`config.mk`:
```
export PLATFORM = sky130hd
export DESIGN_NAME = frame_sequencer
export DESIGN_NICKNAME = d
export VERILOG_FILES = /design/src/rtl/frame_sequencer.sv
export SDC_FILE = /design/constraint.sdc
export NUM_CORES = 1
export LEC_CHECK = 0
export ABC_AREA = 1
export BUFFER_PORTS_ARGS = -buffer_cell sky130_fd_sc_hd__buf_2
export CORE_AREA = 5 5 177 179
export DETAILED_ROUTE_END_ITERATION = 7
export DIE_AREA = 0 0 182 184
export GPL_ROUTABILITY_DRIVEN = 0
export PLACE_DENSITY_LB_ADDON = 0.3
export SLEW_MARGIN = 20
export SYNTH_ARGS = -nofsm -noshare
export SYNTH_HDL_FRONTEND = slang
export SYNTH_SLANG_ARGS = --single-unit
```
`constraint.sdc`:
```
create_clock -name axi_aclk -period 1.65 [get_ports axi_aclk]
set_clock_uncertainty 0.05 [all_clocks]
set_input_delay 0.2475 -clock axi_aclk [delete_from_list [all_inputs] [get_ports axi_aclk]]
set_output_delay 0.2475 -clock axi_aclk [all_outputs]
set_load 0.005 [all_outputs]
```
`src/rtl/frame_sequencer.sv`:
```
// Frame sequencer: clears the back buffer, hands triangles one at a time to the
// rasterizer and swaps front/back buffers on the vsync falling edge after a frame end.
`timescale 1ns/1ps
module frame_sequencer #(
    parameter int unsigned CLEAR_WORDS = 76800,
    parameter int unsigned ADDR_W      = 17,
    parameter logic [15:0] Z_FAR       = 16'hFFFF
) (
    input  logic              axi_aclk,
    input  logic              axi_aresetn,
    input  logic              fifo_empty,
    output logic              fifo_rd_en,
    input  logic [191:0]      fifo_dout,
    output logic [191:0]      tri_data,
    output logic              tri_valid,
    input  logic              tri_ready,
    input  logic              raster_done,
    input  logic              frame_end_req,
    input  logic              vsync,
    input  logic [7:0]        clear_color,
    output logic              clr_we,
    output logic [ADDR_W-1:0] clr_addr,
    output logic [7:0]        clr_color,
    output logic [15:0]       clr_z,
    output logic              back_sel,
    output logic              frame_pending,
    output logic [15:0]       frame_count,
    output logic [2:0]        controller_state
);

    typedef enum logic [2:0] {
        CLEAR    = 3'd0,
        WAIT_TRI = 3'd1,
        FETCH    = 3'd2,
        ISSUE    = 3'd3,
        RASTER   = 3'd4,
        WAIT_VS  = 3'd5
    } state_t;

    localparam logic [ADDR_W:0] CLEAR_END = (ADDR_W+1)'(CLEAR_WORDS);

    state_t          state;
    logic [ADDR_W:0] clr_cnt;
    logic            vsync_q;
    logic            vsync_fall;

    assign vsync_fall       = vsync_q & ~vsync;
    assign controller_state = state;

    always_ff @(posedge axi_aclk or negedge axi_aresetn) begin
        if (!axi_aresetn) begin
            state         <= CLEAR;
            clr_cnt       <= '0;
            vsync_q       <= 1'b0;
            fifo_rd_en    <= 1'b0;
            tri_data      <= '0;
            tri_valid     <= 1'b0;
            clr_we        <= 1'b0;
            clr_addr      <= '0;
            clr_color     <= '0;
            clr_z         <= '0;
            back_sel      <= 1'b0;
            frame_pending <= 1'b0;
            frame_count   <= '0;
        end else begin
            fifo_rd_en <= 1'b0;
            clr_we     <= 1'b0;
            clr_color  <= '0;
            clr_z      <= '0;
            vsync_q    <= vsync;
            if (frame_end_req) begin
                frame_pending <= 1'b1;
            end

            case (state)
                // The counter runs one past the last address so the idle cycle
                // after the final write is where the state leaves CLEAR.
                CLEAR: begin
                    if (clr_cnt == CLEAR_END) begin
                        clr_cnt <= '0;
                        state   <= WAIT_TRI;
                    end else begin
                        clr_we    <= 1'b1;
                        clr_addr  <= clr_cnt[ADDR_W-1:0];
                        clr_color <= clear_color;
                        clr_z     <= Z_FAR;
                        clr_cnt   <= clr_cnt + 1'b1;
                    end
                end
                WAIT_TRI: begin
                    if (!fifo_empty) begin
                        fifo_rd_en <= 1'b1;
                        state      <= FETCH;
                    end else if (frame_pending) begin
                        state <= WAIT_VS;
                    end
                end
                // First FETCH cycle is the pop itself; fifo_dout is valid on the second.
                FETCH: begin
                    if (!fifo_rd_en) begin
                        tri_data  <= fifo_dout;
                        tri_valid <= 1'b1;
                        state     <= ISSUE;
                    end
                end
                ISSUE: begin
                    if (tri_ready) begin
                        tri_valid <= 1'b0;
                        state     <= RASTER;
                    end
                end
                RASTER: begin
                    if (raster_done) begin
                        state <= WAIT_TRI;
                    end
                end
                WAIT_VS: begin
                    if (vsync_fall) begin
                        back_sel      <= ~back_sel;
                        frame_pending <= frame_end_req;
                        frame_count   <= frame_count + 16'd1;
                        state         <= CLEAR;
                    end
                end
                default: state <= CLEAR;
            endcase
        end
    end

endmodule

```
==> metrics.txt <==
post-layout util 0.613; chip height 184 um; drt pass-1 iters 7; leakage 9.88 nW; most frequent cells in the layout buf_2, nand2_1, dfrtp_1, inv_1, dlygate4sd3_1; final worst-path cycle share 0.989; Post-Syn Instances 1240; first-pass GRT wire length 58900 um; Die Area 0.0335 mm^2; R2R Path End tri_data[153]$_DFFE_PN0P_; post-synth net total 1450; normalized max-slew margin 0.744; share of cells above drive strength 1 0.402; Sequential Area 0.00651 mm^2; vias in the first global route 11000; root buffer cell clkbuf_16; RSZ-0062 raised after global routing true; Tightest Pin Transition 0.384 ns; GRT overflow 0; flop2flop setup slack 0.03 ns; final hold vios 0; DP HPWL 26000 um; Clock Latency Late Sink 0.54 ns; Synthesis Warnings 0; Critical Path Sink controller_state[2]; final setup vio count 0; net count reported at finish 2165; critical path arrival 1.33 ns; nature of the critical path endpoint output pin; largest net degree at the start of global routing 71; post-synthesis cell area 0.0117 mm^2; num rows 63; cell area power density 1580 mW/mm^2; post-synthesis area per instance 9.40 um^2; crit path launch controller_state[2]$_DFFE_PN0P_; crit path time final 1.63 ns; H-tree levels 1; TritonCTS Buffers 28; clock sinks 260; WL/cell 16.3 um; area delta synth->final 54.6%; cell taking the most area after synthesis dfrtp_1; most used cell, CP buf_6; Yosys cell types 25; Final Max Slew Viols 0; CP max stage delay 0.43 ns; status completed; R2R Path Start controller_state[2]$_DFFE_PN0P_; TritonCTS clock tree built; area of the multi-input gates 0.00374 mm^2; initial antenna violation count 0; DRC viols 0; Reg clk slew, reported paths 0.06 ns; GRT Util Overall 0.216; R2R depth 7; Total Power 28.5 mW; crit path max fanout 4; slowest stage cell, crit path dfrtp_2; Die Span X 182 um; CTS Buffer Depth 3; initial core utilization 0.397; most common cell after layout, fill and taps aside buf_2; detailed-route via count 10800; Synth top area share 0.558; max cap viols 0; Antenna Cells 0; data required time of the critical path 1.35 ns; Max Freq 0.613 GHz; worst-path cell chain buf_6, buf_4, buf_6; vias per inst 4.58; core box area 0.0294 mm^2; Seq/Total Area, Yosys 0.558; Hold Crit Class input pin to async pin; FILL cells 2342; worst vdd ir 816 uV; starting DRC count in detailed routing 541; Port Buffers 463; Yosys reg bits 260; I/O pin count 464; Routed WL 38500 um; ANT nets after route 0; kind of critical path flip-flop to output pin; nature of the critical path startpoint flip-flop; top cells by area, synth dfrtp_1, o21ai_2, nand2_1, inv_1, buf_6
-- worst max-delay path, delay by kind of cell, from the launching register on --
family | cells | cell delay, ns
DFF | 1 | 0.43
buffers and inverters | 3 | 0.38
-- cell families (layout without fill, tap and decap cells) --
group,Yosys count,count (layout),synth area share
AND/OR/NAND/NOR,425,426,0.145
adder cells (fa/ha/maj),3,3,0.00322
AO/OA/AOI/OAI,228,228,0.151
XOR/XNOR,16,16,0.0120
buffers and inverters,308,1044,0.131
flip-flops,260,260,0.558
-- layer usage --
layer  wire length, um  track usage  vias up
met4              1570       0.0835        0
li1                  -            -     5203
met3              2770       0.0499      115
met5                 0            0        -
met2             19900        0.383      420
met1             14300        0.255     5104
-- flip-flops by register name, summed over array words and instances (netlist names), 3 cells and up --
register,cells
clr_color,8
clr_addr,17
clr_cnt,18
frame_count,16
controller_state,3
tri_data,192
-- area by class of cell --
class / instances / area share
Clock inverter: 13 / 0.0110
Multi-Input combinational cell: 673 / 0.207
Timing Repair inverter: 1 / 0.000416
Tap cell: 390 / 0.0271
Sequential cell: 260 / 0.361
Inverter: 240 / 0.0502
Clock buffer: 39 / 0.0451
Timing Repair Buffer: 751 / 0.298
-- how the worst min path moves through the flow --
stage | from | to | slack [ns] | cells past startpoint
after floorplan | axi_aresetn | back_sel$_DFFE_PN0P_ | -0.1 | 0
after global placement | axi_aresetn | tri_data[13]$_DFFE_PN0P_ | 0.07 | 1
after detailed placement | axi_aresetn | tri_data[13]$_DFFE_PN0P_ | 0.07 | 1
after CTS | axi_aresetn | tri_data[13]$_DFFE_PN0P_ | 0.1 | 2
after global routing | axi_aresetn | tri_data[13]$_DFFE_PN0P_ | 0.12 | 2
final | axi_aresetn | tri_data[13]$_DFFE_PN0P_ | 0.10 | 2
-- cell usage after synthesis (all sizes together) --
| cell | instances |
|---|---|
| nand3 | 27 |
| o21bai | 1 |
| xor2 | 9 |
| nand4 | 11 |
| and2 | 1 |
| dfrtp | 260 |
| nor3 | 7 |
| nor2 | 57 |
| ha | 3 |
| nand2 | 321 |
| buf | 63 |
| clkbuf | 5 |
| xnor2 | 7 |
| o22ai | 1 |
| inv | 240 |
| o21ai | 226 |
| or2 | 1 |
-- timing repair --
item,4_1_cts,5_1_grt
hold buffers,205,0
buffers inserted,5,8
endpoints found under the hold margin,366,0
gates cloned,3,7
setup endpoints to repair,84,141
pin swaps,1,9
resized for setup,10,59
-- where the power goes --
part / total, mW / switching, mW / internal [mW]
clock network: 6.79 / 2.58 / 4.21
logic: 11.1 / 5.82 / 5.29
registers: 10.6 / 1.55 / 9.06
total: 28.5 / 9.94 / 18.6
-- metrics by stage --
| stage | setup WS, ns | hold WS, ns | instances | TNS [ns] | instance area [um^2] |
|---|---|---|---|---|---|
| 3_5_place_dp | -0.0800 | 0.0725 | 2087 | -3.00 | 14500 |
| 6_report | 0.0175 | 0.102 | 2367 | 0 | 18000 |
| 5_1_grt | -0.0853 | 0.121 | 2367 | -0.299 | 18000 |
| 3_3_place_gp | -0.00631 | 0.0745 | 2087 | -0.0758 | 14500 |
| 4_1_cts | -0.0240 | 0.0968 | 2352 | -0.0321 | 17700 |
| 2_1_floorplan | 0.0888 | -0.0981 | 1240 | 0 | 11700 |
Note: power is estimated with default switching activity, not from simulation.
